==> config.mk <==
export PLATFORM = sky130hd
export DESIGN_NAME = irig_b_frame_sched
export DESIGN_NICKNAME = d
export VERILOG_FILES = /design/src/rtl/irig_b_pkg.sv /design/src/rtl/irig_b_tod_inc.sv /design/src/rtl/irig_b_frame_sched.sv
export SDC_FILE = /design/constraint.sdc
export NUM_CORES = 1
export LEC_CHECK = 0
export CAP_MARGIN = 10
export CELL_PAD_IN_SITES_DETAIL_PLACEMENT = 1
export CELL_PAD_IN_SITES_GLOBAL_PLACEMENT = 2
export CORE_ASPECT_RATIO = 1.75
export CORE_MARGIN = 5
export CORE_UTILIZATION = 40
export CTS_CLUSTER_DIAMETER = 40
export CTS_CLUSTER_SIZE = 20
export DETAILED_ROUTE_END_ITERATION = 16
export PLACE_DENSITY = 0.86
export SLEW_MARGIN = 20
export SYNTH_ARGS = -nofsm -noshare
export SYNTH_HDL_FRONTEND = slang
export SYNTH_SLANG_ARGS = --single-unit
==> constraint.sdc <==
create_clock -name clk -period 9.3 [get_ports clk]
set_clock_uncertainty 0.15 [all_clocks]
set_input_delay 2.325 -clock clk [delete_from_list [all_inputs] [get_ports clk]]
set_output_delay 2.325 -clock clk [all_outputs]
set_load 0.01 [all_outputs]
==> src/rtl/irig_b_pkg.sv <==
// Shared types and frame-map constants for the IRIG-B frame scheduler.
package irig_b_pkg;

  localparam int FRAME_LEN_DEF = 100;
  localparam int DAY_MAX_DEF   = 365;

  typedef enum logic [1:0] {
    SYM_ZERO = 2'b00,
    SYM_ONE  = 2'b01,
    SYM_P    = 2'b10
  } sym_t;

  typedef enum logic [1:0] {
    ST_IDLE  = 2'd0,
    ST_LATCH = 2'd1,
    ST_SEND  = 2'd2
  } state_t;

  typedef struct packed {
    logic [9:0] day;
    logic [5:0] hour;
    logic [6:0] min;
    logic [6:0] sec;
  } tod_t;

  localparam tod_t TOD_RESET = '{day: 10'h001, hour: 6'h00, min: 7'h00, sec: 7'h00};

  // Position markers at 0 and every index ending in 9.
  localparam logic [99:0] P_MASK = 100'h80200_80200_80200_80200_80201;

  localparam int SEC_U_IDX  = 1;
  localparam int SEC_T_IDX  = 6;
  localparam int MIN_U_IDX  = 10;
  localparam int MIN_T_IDX  = 15;
  localparam int HOUR_U_IDX = 20;
  localparam int HOUR_T_IDX = 25;
  localparam int DAY_U_IDX  = 30;
  localparam int DAY_T_IDX  = 35;
  localparam int DAY_H_IDX  = 40;

  function automatic logic [9:0] day_bin(input logic [9:0] d);
    return 10'(d[9:8]) * 10'd100 + 10'(d[7:4]) * 10'd10 + 10'(d[3:0]);
  endfunction

endpackage

==> src/rtl/irig_b_tod_inc.sv <==
// BCD one-second incrementer for the time-of-day record, registered, with day-of-year wrap.
module irig_b_tod_inc
  import irig_b_pkg::*;
#(
  parameter int DAY_MAX = DAY_MAX_DEF
) (
  input  logic clk,
  input  logic rst_n,
  input  tod_t tod_in,
  output tod_t tod_next
);

  localparam logic [9:0] DAY_MAX_B = 10'(DAY_MAX);

  // Returns {carry, next} for a 00..59 BCD field.
  function automatic logic [7:0] inc60(input logic [6:0] v);
    if (v[3:0] != 4'd9) return {1'b0, v[6:4], v[3:0] + 4'd1};
    if (v[6:4] != 3'd5) return {1'b0, v[6:4] + 3'd1, 4'd0};
    return 8'h80;
  endfunction

  tod_t inc_p0;
  logic c_min, c_hour, c_day;

  always_comb begin
    inc_p0 = tod_in;
    c_min  = 1'b0;
    c_hour = 1'b0;
    c_day  = 1'b0;
    {c_min, inc_p0.sec} = inc60(tod_in.sec);
    if (c_min) {c_hour, inc_p0.min} = inc60(tod_in.min);
    if (c_hour) begin
      if (tod_in.hour == 6'h23) begin
        inc_p0.hour = 6'h00;
        c_day       = 1'b1;
      end else if (tod_in.hour[3:0] == 4'd9) begin
        inc_p0.hour = {tod_in.hour[5:4] + 2'd1, 4'd0};
      end else begin
        inc_p0.hour[3:0] = tod_in.hour[3:0] + 4'd1;
      end
    end
    if (c_day) begin
      if (day_bin(tod_in.day) >= DAY_MAX_B) begin
        inc_p0.day = 10'h001;
      end else if (tod_in.day[3:0] != 4'd9) begin
        inc_p0.day[3:0] = tod_in.day[3:0] + 4'd1;
      end else if (tod_in.day[7:4] != 4'd9) begin
        inc_p0.day[7:0] = {tod_in.day[7:4] + 4'd1, 4'd0};
      end else begin
        inc_p0.day = {tod_in.day[9:8] + 2'd1, 8'h00};
      end
    end
  end

  // p0 -> p1: registered next-second value
  always_ff @(posedge clk or negedge rst_n) begin
    if (!rst_n) tod_next <= TOD_RESET;
    else        tod_next <= inc_p0;
  end

endmodule

==> src/rtl/irig_b_frame_sched.sv <==
// IRIG-B frame scheduler: builds the 100-symbol frame from live BCD time and streams it over valid/ready.
// Optional TOD_AUTO_INC_EN: pending time advances by one second at each frame end.
module irig_b_frame_sched
  import irig_b_pkg::*;
#(
  parameter int FRAME_LEN = FRAME_LEN_DEF,
  parameter int DAY_MAX   = DAY_MAX_DEF
) (
  input  logic       clk,
  input  logic       rst_n,
  input  logic       run,
  input  logic       tod_load,
  input  logic [6:0] sec_bcd,
  input  logic [6:0] min_bcd,
  input  logic [5:0] hour_bcd,
  input  logic [9:0] day_bcd,
  output logic       sym_valid,
  input  logic       sym_ready,
  output logic [1:0] sym_code,
  output logic [6:0] sym_index,
  output logic       frame_done,
  output logic       busy,
  output logic       tod_err
);

  localparam logic [6:0] LAST_IDX  = 7'(FRAME_LEN - 1);
  localparam logic [9:0] DAY_MAX_B = 10'(DAY_MAX);

  function automatic logic tod_valid(input tod_t t);
    logic [9:0] d;
    d = day_bin(t.day);
    return (t.sec[3:0] <= 4'd9) && (t.sec[6:4] <= 3'd5) &&
           (t.min[3:0] <= 4'd9) && (t.min[6:4] <= 3'd5) &&
           (t.hour[3:0] <= 4'd9) && (t.hour[5:4] <= 2'd2) &&
           !((t.hour[5:4] == 2'd2) && (t.hour[3:0] > 4'd3)) &&
           (t.day[3:0] <= 4'd9) && (t.day[7:4] <= 4'd9) &&
           (d != 10'd0) && (d <= DAY_MAX_B);
  endfunction

  state_t      state;
  logic [6:0]  index;
  tod_t        active, pending, load_val;
  logic [99:0] frame_bits;
  logic        load_ok, load_bad, hs_last;

  assign load_val = '{day: day_bcd, hour: hour_bcd, min: min_bcd, sec: sec_bcd};
  assign load_ok  = tod_load & tod_valid(load_val);
  assign load_bad = tod_load & ~tod_valid(load_val);
  assign hs_last  = (state == ST_SEND) & sym_ready & (index == LAST_IDX);

`ifdef TOD_AUTO_INC_EN
  tod_t tod_next;

  irig_b_tod_inc #(.DAY_MAX(DAY_MAX)) u_tod_inc (
    .clk      (clk),
    .rst_n    (rst_n),
    .tod_in   (active),
    .tod_next (tod_next)
  );
`endif

  // BCD fields are sent LSB first at their fixed frame positions.
  always_comb begin
    frame_bits                   = '0;
    frame_bits[SEC_U_IDX  +: 4]  = active.sec[3:0];
    frame_bits[SEC_T_IDX  +: 3]  = active.sec[6:4];
    frame_bits[MIN_U_IDX  +: 4]  = active.min[3:0];
    frame_bits[MIN_T_IDX  +: 3]  = active.min[6:4];
    frame_bits[HOUR_U_IDX +: 4]  = active.hour[3:0];
    frame_bits[HOUR_T_IDX +: 2]  = active.hour[5:4];
    frame_bits[DAY_U_IDX  +: 4]  = active.day[3:0];
    frame_bits[DAY_T_IDX  +: 4]  = active.day[7:4];
    frame_bits[DAY_H_IDX  +: 2]  = active.day[9:8];
  end

  assign sym_valid = (state == ST_SEND);
  assign busy      = (state != ST_IDLE);
  assign sym_index = index;
  assign sym_code  = !sym_valid      ? SYM_ZERO :
                     P_MASK[index]   ? SYM_P    :
                     frame_bits[index] ? SYM_ONE : SYM_ZERO;

  always_ff @(posedge clk or negedge rst_n) begin
    if (!rst_n) begin
      state      <= ST_IDLE;
      index      <= '0;
      active     <= TOD_RESET;
      pending    <= TOD_RESET;
      frame_done <= 1'b0;
      tod_err    <= 1'b0;
    end else begin
      frame_done <= 1'b0;
      tod_err    <= load_bad;
      if (load_ok) pending <= load_val;
`ifdef TOD_AUTO_INC_EN
      else if (hs_last) pending <= tod_next;
`endif
      case (state)
        ST_IDLE: if (run) state <= ST_LATCH;
        ST_LATCH: begin
          // A load arriving in this very cycle is bypassed straight into the frame.
          active <= load_ok ? load_val : pending;
          index  <= '0;
          state  <= ST_SEND;
        end
        ST_SEND: begin
          if (hs_last) begin
            frame_done <= 1'b1;
            index      <= '0;
            state      <= run ? ST_LATCH : ST_IDLE;
          end else if (sym_ready) begin
            index <= index + 7'd1;
          end
        end
        default: state <= ST_IDLE;
      endcase
    end
  end

endmodule

=== Word-level counts from Yosys, hierarchy flattened ===
Memory sizes are Yosys's and may differ from the RTL's.
Cells that the tools add are included.

* $add $sub $neg: 3
* Multipliers: 2
* $lt $le $gt $ge: 11
* Equal/unequal tests: 7
* Mux-type cells: 16
* Bitwise operators: 5
* Reduce and logical (&&, ||, !) cells: 18

{| class="wikitable"
|+ Operators with widths
! cell !! count
|-
| $mux W30 || 1
|-
| $le A4 B4 Y1 const B || 5
|-
| $mux W7 || 2
|-
| $pmux W7 S2 || 1
|-
| $logic_and A1 B1 Y1 || 11
|-
| $add A10 B4 Y10 || 1
|-
| $add A9 B8 Y10 || 1
|-
| $le A10 B9 Y1 const B || 1
|-
| $reduce_bool A10 Y1 || 1
|-
| $lt A7 B8 Y1 const B || 1
|-
| $mux W2 || 4
|-
| $add A7 B1 Y7 const B || 1
|-
| $bmux W1 S7 || 1
|-
| $eq A7 B7 Y1 const B || 1
|-
| $mul A2 B5 Y7 const B || 1
|-
| $mul A4 B3 Y7 const B || 1
|-
| $le A3 B3 Y1 const B || 2
|-
| $mux W1 || 6
|-
| $pmux W2 S3 || 1
|-
| $and A1 B1 Y1 || 4
|-
| $eq A2 B2 Y1 const B || 2
|-
| $gt A4 B2 Y1 const B || 1
|-
| $reduce_and A2 Y1 || 2
|-
| $reduce_bool A2 Y1 || 2
|-
| 8 further kinds || 8
|}

* Bits in registers: 71
* Memory bits (read-only): 128
* Input bits: 35
* Logic and storage cells: 75
* Memories: 1

{| class="wikitable"
|+ Memories
! memory !! words !! bits a word !! rd ports !! clocked after memory_dff !! wr ports !! RTL line !! text
|-
| (no name shown) || 128 || 1 || 1 || 0 || 0 || irig_b_frame_sched.sv:80 || <nowiki>P_MASK[index] ? SYM_P :</nowiki>
|}

=== Longest topological paths before layout ===
Gate-level depths: netlist (run 1).

* Word-level depth: 13
* Mapped depth: 14
* Gate-level depth less buffers: 12

=== Worst setup path after synthesis (run 1) ===
OpenSTA, ideal clock, no wires.

* Path kind: input to register
* From: input port day_bcd[5]
* To: register pending[10] in the netlist's numbering
* Setup time: 125 ps
* Arrival time: 5563 ps
* Data required time: 9025 ps
* Setup slack: 3462 ps
* Stages: 14
* Buffers on the path: 2
* Path through: ha_1 ha_1 fa_1 xor2_1 ha_1 ha_1 nor2b_1 a32oi_1 or4_4 a21oi_4 or3_1 buf_6 buf_6 mux2_4

* Word-level cells in the longest chain between the ends: 8
* Elaborated cells between the ends (all ways): 11

{| class="wikitable"
|+ Ends and longest elaborated chain
! item !! RTL line !! text
|-
| start, declared || irig_b_frame_sched.sv:16 || <nowiki>input logic [9:0] day_bcd,</nowiki>
|-
| parallel branches: the longest is 5 deep, another holds $add A9 B8 Y10 || n/a ||
|-
| $logic_and A1 B1 Y1 * || irig_b_frame_sched.sv:37 || <nowiki>(d != 10'd0) && (d <= DAY_MAX_B);</nowiki>
|-
| $and A1 B1 Y1 * || irig_b_frame_sched.sv:47 || <nowiki>assign load_ok = tod_load & tod_valid(load_val);</nowiki>
|-
| $mux W30 * || n/a ||
|-
| end signal, assigned || irig_b_frame_sched.sv:94 || <nowiki>if (load_ok) pending <= load_val;</nowiki>
|-
| end, declared || irig_b_frame_sched.sv:42 || <nowiki>tod_t active, pending, load_val;</nowiki>
|}

Mark *: on every way between the ends.
A chain may end at the register's enable or synchronous reset.

=== Worst setup path in the final report (run 1) ===
* From: input port day_bcd[5]
* To: register pending[2] in the netlist's numbering

The elaborated chain is that of the path after synthesis.

==> results of run 1 <==
## layout make-up
type	count	area share (%)
tap	132	3.09
clock buffer	10	4.28
timing repair buffer	55	9.82
clock inverter	6	1.15
multi-input combinational	292	46.6
inverter	26	1.82
sequential	71	33.3
## state kept, by name, summed over array words and instances, names as in the netlist
| register | cells |
|---|---|
| active | 30 |
| frame_done | 1 |
| pending | 30 |
| state | 2 |
| sym_index | 7 |
| tod_err | 1 |
## power by group through the flow
| stage | Clock, mW | Combinational, mW | Sequential [mW] |
|---|---|---|---|
| after floorplan | 0 | 0.350 | 0.465 |
| after global placement | 0 | 0.446 | 0.495 |
| after detailed placement | 0 | 0.465 | 0.502 |
| after CTS | 0.348 | 0.469 | 0.501 |
| after global routing | 0.363 | 0.514 | 0.515 |
| final | 0.341 | 0.465 | 0.502 |
## cell usage after synthesis (5+ instances only)
library cell	n
clkbuf_1	25
nand2_1	38
and2_1	21
nor2_1	13
nor4_1	6
ha_1	26
o31ai_1	6
o311ai_0	10
mux2i_1	6
mux2_2	10
nand3_1	6
mux2_4	24
a221o_1	21
o311a_1	13
nor2b_1	5
o221ai_1	11
o21ai_0	17
dfrtp_1	69
inv_1	25
## layer usage
layer	track usage (%)	vias to the layer above
li1	-	1653
met1	21.4	1824
met2	35.2	75
met3	3.55	31
met4	10.8	0
met5	0	-
## worst paths after layout
| path | depth (start not counted) | slack, ps | to | startpoint |
|---|---|---|---|---|
| setup / recovery | 15 | 2210 | pending[2] | day_bcd[5] |
| hold / removal | 2 | 340 | pending[20] | pending[20] |
| setup reg to reg | 6 | 6380 | state[1] | sym_index[1] |
| hold reg to reg | 2 | 340 | pending[20] | pending[20] |
| max in group asynchronous | 2 | 6340 | pending[19] | rst_n |
| min in group asynchronous | 2 | 2050 | pending[7] | rst_n |
## per-stage QoR
| stage | setup WS [ps] | utilization (%) |
|---|---|---|
| floorplan | 3460 | - |
| detailed placement | 1850 | 45.6 |
| global route | 2040 | 48.2 |
| finish | 2210 | 48.2 |
| global placement | 1940 | 45.6 |
| CTS | 2220 | 48.2 |
## cells by family (layout without fill, tap and decap cells)
group	count (synthesis)	count (layout)
mux	43	43
compound gates	106	106
xor+xnor	4	4
simple gates	109	109
fa+ha+maj	30	30
flops	71	71
buf+inv	58	97
## worst max-delay path: stages
cell and delay (ps):
clkdlybuf4s50_1 610, ha_1 280, ha_1 230, fa_1 380, xor2_1 160, ha_1 290
ha_1 370, nor2b_1 130, a32oi_1 80, or4_4 510, a21oi_4 140, buf_4 350
or3_2 560, buf_4 340, mux2_2 360
==> impl_metrics.py, run 1 <==
metrics = {
    "pwr": {
        "pwr_density_cell_nw_per_um2": 244,
        "clkPwrFrac_pct": 26.1,
        "p_seq_share_pct": 38.4,
        "p_leak_nw": 2.35,
        "p_switching_mw": 0.455,
        "p_total_mw": 1.31,
        "peakVddDrop_mv": 0.114,
        "combPwrFrac_pct": 35.5,
        "switching_share_pct": 34.8,
        "intPower_mw": 0.853,
    },
    "grt": {
        "first_global_vias": 3990,
        "antenna_found_initial": 0,
        "grt_max_degree": 72,
        "gr-total-overflow": 0,
        "grtUsageTotal_pct": 19.5,
        "grt_pass1_wl_um": 21000,
    },
    "setup_path": {
        "end_kind": "flop",
        "arrival_ps": 7170,
        "start_kind": "primary input",
        "crit_fanout": 34,
        "path_class": "primary input to flop",
        "cp.required_ps": 9370,
    },
    "routing": {
        "met2_length_um": 6820,
        "wire_per_inst_um": 21.3,
        "drtIter0Drc": 194,
        "top_layer_used": "met4",
        "dr.pass1.iters": 4,
        "wl_met3_um": 343,
        "vias": 3583,
        "drc": 0,
        "drt-met1-wl_um": 4820,
        "vias_per_cell": 6.05,
        "ant_nets": 0,
        "routed_wl_um": 12600,
    },
    "finish": {
        "layout_common_cells": "dfrtp_1 (69), clkdlybuf4s50_1 (46), nand2_1 (38)",
        "regArea_um2": 1780,
        "instances_no_fill": 592,
        "drive_gt1_share_pct": 14.8,
        "nNetsFinal": 520,
        "antennaDiodeCount": 0,
        "fin_area_um2": 5350,
        "fillCellCount": 1233,
        "multi_input_area_um2": 2490,
        "syn_to_final_growth_pct": 18.4,
        "layout_commonest_cell": "dfrtp_1",
    },
    "floorplanning": {
        "die_h_um": 151,
        "rows": 51,
        "die-area_um2": 13600,
        "die_w_um": 90.3,
        "fp.coreArea_um2": 11100,
        "io-pin-count": 48,
        "start_util_pct": 40.7,
    },
    "sta": {
        "relSlewSlack_pct": 38.1,
        "timing.final.crit_share_pct": 76.3,
        "hold_viol_final": 0,
        "period_needed_ps": 7090,
        "slew_violations": 0,
        "tightest_slew_ps": 928,
        "fmax_mhz": 141,
        "fin_tns_setup_ps": 0,
        "hold_ws_ps": 344,
        "grt_setup_unrepaired": "false",
        "setup_violations": 0,
    },
    "clock_tree": {
        "h-tree-depth": 3,
        "post-cts-setup-buffers": 0,
        "clk_latency_ps": 340,
        "cts.path.max_buffers": 2,
        "post_cts_resize_count": 0,
        "cts_buffers": 9,
        "tritoncts": "built",
        "hold_buffers": 0,
        "path_clk_slew_ps": 60,
        "cts-root-buf": "clkbuf_16",
        "clock-sinks": 71,
    },
    "placed_design": {
        "placed_area_um2": 5060,
        "gp_congestion": 0.801,
        "dp_hpwl_um": 8780,
        "dp_cells": 576,
        "numPortBuffers": 47,
    },
    "synthesis": {
        "synth_top_area_share_pct": 38.2,
        "synthSimpleGateAreaFrac_pct": 12.4,
        "ys_top_cells_by_area": "dfrtp_1 (38%), mux2_4 (8.0%), ha_1 (7.2%), a221o_1 (4.7%), nand2_1 (3.2%)",
        "synth.distinct_cells": 57,
        "ys_seq_area_share_pct": 39.4,
        "syn-num-nets": 486,
        "ys_ff_latch": 71,
        "synth_xor_area_share_pct": 0.775,
        "async_flop_share_pct": 100,
        "synth-compound-area-share_pct": 19.6,
        "synth_top_cell_by_area": "dfrtp_1",
        "synth.avg_cell_area_um2": 10.7,
        "muxShareOfSynthArea_pct": 13.3,
        "synth-edff-count": 0,
        "synth_top_family_by_area": "compound AO/OA/AOI/OAI gates",
        "synth_fa_ha_area_share_pct": 8.97,
        "netlist_instances": 421,
        "synth_area_um2": 4520,
        "synth_flop_cell": "dfrtp_1",
        "ys_warn_count": 0,
    },
    "job": {
        "maxCapViolCount": 0,
    },
    "status": {
        "status": "finished, final reports clean",
    },
    "worst_hold_path": {
        "hold_path.class": "flop to flop",
    },
}
No activity file was read; power rests on OpenSTA's default activity.
==> run 2, diff against run 1 <==
--- a/config.mk
+++ b/config.mk
@@ -10,11 +10,11 @@
 export CELL_PAD_IN_SITES_GLOBAL_PLACEMENT = 2
 export CORE_ASPECT_RATIO = 1.75
 export CORE_MARGIN = 5
-export CORE_UTILIZATION = 40
+export CORE_UTILIZATION = 34
 export CTS_CLUSTER_DIAMETER = 40
 export CTS_CLUSTER_SIZE = 20
 export DETAILED_ROUTE_END_ITERATION = 16
-export PLACE_DENSITY = 0.86
+export PLACE_DENSITY = 0.78
 export SLEW_MARGIN = 20
 export SYNTH_ARGS = -nofsm -noshare
 export SYNTH_HDL_FRONTEND = slang
==> constraint.sdc (replaced) <==
create_clock -name clk -period 6.5 [get_ports clk]
set_clock_uncertainty 0.15 [all_clocks]
set_input_delay 1.625 -clock clk [delete_from_list [all_inputs] [get_ports clk]]
set_output_delay 1.625 -clock clk [all_outputs]
set_load 0.01 [all_outputs]
==> impl_metrics.py, run 2 (synthesis results as in run 1) <==
metrics = {
    "clock_tree": {
        "cts.path.max_buffers": 2,
        "path_clk_slew_ps": 50,
        "clk_latency_ps": 330,
        "h-tree-depth": 3,
        "cts_buffers": 9,
        "post_cts_resize_count": 0,
        "hold_buffers": 0,
        "cts-root-buf": "clkbuf_16",
        "clock-sinks": 71,
        "post-cts-setup-buffers": 0,
        "tritoncts": "built",
    },
    "finish": {
        "layout_commonest_cell": "dfrtp_1",
        "syn_to_final_growth_pct": 20.0,
        "regArea_um2": 1780,
        "multi_input_area_um2": 2490,
        "layout_common_cells": "dfrtp_1 (69), clkdlybuf4s50_1 (46), nand2_1 (38)",
        "fillCellCount": 1417,
        "drive_gt1_share_pct": 14.4,
        "nNetsFinal": 520,
        "antennaDiodeCount": 0,
        "post-route-util_pct": 41.7,
    },
    "sta": {
        "relSlewSlack_pct": 37.4,
        "fmax_mhz": 174,
        "fin_tns_setup_ps": 0,
        "tightest_slew_ps": 938,
        "grt_setup_unrepaired": "false",
        "period_needed_ps": 5750,
        "hold_viol_final": 0,
        "slew_violations": 0,
        "setup_violations": 0,
        "fin_ws_ps": 748,
        "timing.final.crit_share_pct": 88.5,
    },
    "placed_design": {
        "dp_hpwl_um": 8980,
        "place_ws_ps": 425,
        "gp_congestion": 0.806,
        "numPortBuffers": 47,
    },
    "setup_path": {
        "crit_fanout": 33,
        "crit_path_top_delay_cell": "clkdlybuf4s50_1",
        "cp_slowest_stage_delay_ps": 610,
        "path_class": "primary input to flop",
        "cp_cell_sequence": "clkdlybuf4s50_1, ha_1, ha_1, fa_1, xor2_1, ha_1, ha_1, nor2b_1, a32oi_1, or4_4, a21oi_4, buf_4, nor3_1, buf_4, a221o_1",
        "cp.required_ps": 6550,
        "crit_family": "adder cells",
        "path_common_cell": "ha_1",
        "cp.buffers_inverters": 3,
        "end_kind": "flop",
        "start_kind": "primary input",
        "arrival_ps": 5800,
    },
    "routing": {
        "wire_per_inst_um": 19.8,
        "drc": 0,
        "ant_nets": 0,
        "routed_wl_um": 12500,
        "vias": 3563,
        "dr.pass1.iters": 4,
        "vias_per_cell": 5.66,
        "drtIter0Drc": 123,
    },
    "grt": {
        "grt_max_degree": 72,
        "gr-total-overflow": 0,
        "grt_pass1_wl_um": 21400,
        "grtUsageTotal_pct": 16.8,
        "first_global_vias": 3996,
        "antenna_found_initial": 0,
    },
    "floorplanning": {
        "fp.coreArea_um2": 13000,
        "die-area_um2": 15800,
        "start_util_pct": 34.7,
        "io-pin-count": 48,
        "rows": 55,
        "die_h_um": 162,
        "die_w_um": 97.1,
    },
    "status": {
        "status": "finished, final reports clean",
    },
    "pwr": {
        "peakVddDrop_mv": 0.143,
        "p_leak_nw": 2.35,
        "pwr_density_cell_nw_per_um2": 351,
        "p_total_mw": 1.90,
    },
    "worst_hold_path": {
        "hold_path.class": "flop to flop",
    },
    "job": {
        "maxCapViolCount": 0,
    },
}
==> run 2: changes by cell type in the layout (fill, tap and decap cells not counted) <==
cell | before | now
clkinv_4 | 1 | 0
clkinv_2 | 3 | 0
clkbuf_1 | 1 | 2
bufinv_16 | 1 | 2
clkbuf_8 | 0 | 1
==> run 2: stage by stage <==
stage                     cells  area (µm²)  hold slack, ps
final                       630        5420             341
after global routing        630        5420             367
after CTS                   630        5420             350
after detailed placement    615        5110             342
after global placement      615        5110             320
after floorplan             421        4520             311
==> run 2: power breakdown <==
part / total, mW / leakage (nW) / switching, mW / internal [mW]
registers: 0.717 / 0.933 / 0.119 / 0.598
clock network: 0.526 / 0.149 / 0.181 / 0.345
logic: 0.659 / 1.27 / 0.332 / 0.326
total: 1.90 / 2.35 / 0.633 / 1.27
==> run 2: cell type report <==
cell class	instances	share of cell area [%]
clock buffer	12	4.55
clock inverter	3	1.25
inverter	26	1.80
multi-input combinational	292	45.9
sequential	71	32.8
tap	171	3.95
timing repair buffer	55	9.69
==> run 2: worst paths after layout <==
check                             start           to  slack (ps)  cells past startpoint
setup / recovery             day_bcd[5]   active[16]         750                     15
min in group asynchronous         rst_n     state[0]        1370                      2
hold / removal              pending[20]  pending[20]         340                      2
setup reg to reg           sym_index[1]     state[1]        3650                      6
max in group asynchronous         rst_n   active[21]        4210                      2
hold reg to reg             pending[20]  pending[20]         340                      2
==> run 2: tightest hold or removal path, cell delays in order (launching register included) <==
cell	delay, ps
dfstp_2	360
o31ai_1	80
nand2_1	60
==> run 2: per-layer routing <==
layer  routed length (µm)  GRT usage [%]
met1                 5030           19.2
met4                  250           5.18
met3                  287           2.27
met2                 6930           31.9
met5                    0              0
==> run 3, diff against run 2 <==
--- a/config.mk
+++ b/config.mk
@@ -5,16 +5,18 @@
 export SDC_FILE = /design/constraint.sdc
 export NUM_CORES = 1
 export LEC_CHECK = 0
+export ABC_AREA = 1
 export CAP_MARGIN = 10
 export CELL_PAD_IN_SITES_DETAIL_PLACEMENT = 1
 export CELL_PAD_IN_SITES_GLOBAL_PLACEMENT = 2
 export CORE_ASPECT_RATIO = 1.75
 export CORE_MARGIN = 5
-export CORE_UTILIZATION = 34
+export CORE_UTILIZATION = 30
 export CTS_CLUSTER_DIAMETER = 40
 export CTS_CLUSTER_SIZE = 20
 export DETAILED_ROUTE_END_ITERATION = 16
-export PLACE_DENSITY = 0.78
+export HOLD_SLACK_MARGIN = 0.02
+export PLACE_DENSITY = 0.77
 export SLEW_MARGIN = 20
 export SYNTH_ARGS = -nofsm -noshare
 export SYNTH_HDL_FRONTEND = slang
==> impl_metrics.py, run 3 <==
metrics = {
    "status": {
        "status": "finished, final reports clean",
    },
    "clock_tree": {
        "cts.path.max_buffers": 2,
        "post_cts_resize_count": 0,
        "clk_latency_ps": 330,
        "tritoncts": "built",
        "path_clk_slew_ps": 60,
        "cts_buffers": 9,
        "hold_buffers": 0,
        "cts-root-buf": "clkbuf_16",
        "clock-sinks": 71,
        "h-tree-depth": 3,
        "post-cts-setup-buffers": 0,
    },
    "synthesis": {
        "syn-num-nets": 651,
        "ys_seq_area_share_pct": 39.1,
        "synth_area_um2": 4550,
        "ys_warn_count": 0,
        "synth_flop_cell": "dfrtp_1",
        "ys_top_cells_by_area": "dfrtp_1 (38%), nand2_1 (14%), inv_1 (7.6%), ha_1 (7.2%), nand3_2 (6.8%)",
        "yosysMostFrequentCell": "nand2_1",
        "synth-edff-count": 0,
        "netlist_instances": 586,
        "ys_ff_latch": 71,
        "synth_top_cell_by_area": "dfrtp_1",
        "synth.distinct_cells": 37,
        "async_flop_share_pct": 100,
        "synth_top_area_share_pct": 38.0,
        "synth.avg_cell_area_um2": 7.76,
        "synth_commonest_cells": "nand2_1 (170), inv_1 (92), dfrtp_1 (69)",
    },
    "grt": {
        "antenna_found_initial": 0,
        "grtUsageTotal_pct": 15.0,
        "gr-total-overflow": 0,
        "grt_max_degree": 72,
        "grt_pass1_wl_um": 21200,
        "first_global_vias": 4280,
    },
    "job": {
        "maxCapViolCount": 0,
    },
    "worst_hold_path": {
        "hold_path.class": "flop to flop",
    },
    "pwr": {
        "pwr_density_cell_nw_per_um2": 375,
        "p_leak_nw": 2.72,
        "peakVddDrop_mv": 0.117,
    },
    "routing": {
        "drtIter0Drc": 78,
        "vias_per_cell": 4.75,
        "drc": 0,
        "routed_wl_um": 12500,
        "wire_per_inst_um": 15.3,
        "ant_nets": 0,
        "vias": 3884,
        "dr.pass1.iters": 4,
    },
    "finish": {
        "fillCellCount": 1870,
        "layout_commonest_cell": "nand2_1",
        "antennaDiodeCount": 0,
        "nNetsFinal": 695,
        "layout_common_cells": "nand2_1 (170), inv_1 (92), dfrtp_1 (69)",
        "fin_area_um2": 5480,
        "drive_gt1_share_pct": 10.2,
        "syn_to_final_growth_pct": 20.6,
        "regArea_um2": 1780,
        "multi_input_area_um2": 2280,
    },
    "setup_path": {
        "arrival_ps": 5350,
        "end_kind": "flop",
        "crit_family": "adder cells",
        "path_class": "primary input to flop",
        "path_common_cell": "ha_1",
        "cp_slowest_stage_delay_ps": 570,
        "cp.buffers_inverters": 2,
        "cp.required_ps": 6570,
        "crit_fanout": 30,
        "crit_path_top_delay_cell": "clkdlybuf4s50_1",
        "start_kind": "primary input",
        "cp_cell_sequence": "clkdlybuf4s50_1, ha_1, ha_1, fa_1, xor2_1, ha_1, ha_1, nand2_1, inv_1, nand3_1, nand3b_1, nand2_2, nand3_2, nand2_2, nor2_8, nand3_2, nand3_1, nand2_1",
    },
    "floorplanning": {
        "fp.coreArea_um2": 14900,
        "die_h_um": 173,
        "io-pin-count": 48,
        "rows": 59,
        "die_w_um": 103,
        "start_util_pct": 30.5,
        "die-area_um2": 17800,
    },
    "sta": {
        "tightest_slew_ps": 960,
        "period_needed_ps": 5280,
        "timing.final.crit_share_pct": 81.3,
        "relSlewSlack_pct": 36.0,
        "setup_violations": 0,
        "fin_tns_setup_ps": 0,
        "fmax_mhz": 189,
        "hold_viol_final": 0,
        "grt_setup_unrepaired": "false",
        "slew_violations": 0,
    },
    "placed_design": {
        "dp_hpwl_um": 9590,
        "placed_area_um2": 5130,
        "gp_congestion": 0.831,
        "numPortBuffers": 47,
    },
}
-- run 3: cell count changes after synthesis, moves of 12 or more --
cell | before | now
a221o_1 | 21 | 0
mux2_4 | 24 | 0
nor2_1 | 13 | 31
nand3_1 | 6 | 54
clkbuf_1 | 25 | 4
o311a_1 | 13 | 0
nand3_2 | 0 | 31
nand2_1 | 38 | 170
inv_1 | 25 | 92
a21oi_1 | 4 | 16
-- run 3: report_power, final --
| group | switching, mW | total, mW | internal (mW) |
|---|---|---|---|
| Combinational | 0.476 | 0.775 | 0.298 |
| Clock | 0.190 | 0.575 | 0.385 |
| Sequential | 0.0900 | 0.703 | 0.614 |
| Total | 0.756 | 2.05 | 1.30 |
-- run 3: routing by layer --
layer,track usage [%],vias up,wire (µm)
met3,2.02,20,284
li1,-,1920,-
met4,4.75,0,229
met1,17.0,1890,5100
met5,0,-,0
met2,27.9,54,6910
-- run 3: cell families (layout without fill, tap and decap cells) --
kind of cell | Yosys count | after routing | share of synthesized area, %
and+or+nand+nor | 339 | 339 | 37.0
AOI/OAI and AO/OA | 32 | 32 | 3.91
buffers and inverters | 112 | 161 | 10.6
xor gates and xnor gates | 2 | 2 | 0.385
DFF | 71 | 71 | 39.1
adders and majority gates | 30 | 30 | 8.92
-- run 3: metrics by stage --
| stage | util [%] | power (mW) | worst slack [ps] | instances | hold slack [ps] |
|---|---|---|---|---|---|
| floorplan | - | 1.23 | 1970 | 586 | 291 |
| global placement | 34.4 | 1.47 | 937 | 802 | 315 |
| detailed placement | 34.4 | 1.50 | 849 | 802 | 317 |
| CTS | 36.8 | 2.09 | 1200 | 818 | 329 |
| global route | 36.8 | 2.23 | 914 | 818 | 353 |
| finish | 36.8 | 2.05 | 1220 | 818 | 323 |
-- run 3: worst paths after layout --
check / start / slack, ps / to / cells past startpoint
setup / recovery: day_bcd[5] / 1220 / active[11] / 18
min in group asynchronous: rst_n / 1360 / state[0] / 2
hold reg to reg: active[20] / 320 / active[20] / 2
setup reg to reg: state[0] / 4030 / sym_index[6] / 9
max in group asynchronous: rst_n / 4200 / active[21] / 2
hold / removal: active[20] / 320 / active[20] / 2
-- run 3: worst register-to-register path, stage by stage, from the launching register on --
cell	delay, ps
dfrtp_1	430
inv_1	100
ha_1	310
inv_1	110
o21ai_0	530
inv_1	230
nand3_1	180
inv_1	80
a21oi_1	140
nor3_1	70
-- run 3: layout make-up --
cell class | count | share of cell area [%]
clock buffers | 11 | 4.43
clock inverters | 5 | 1.92
inverters | 95 | 6.55
multi-input cells | 403 | 41.7
flip-flops and latches | 71 | 32.5
well taps | 183 | 4.18
repair buffers | 50 | 8.81
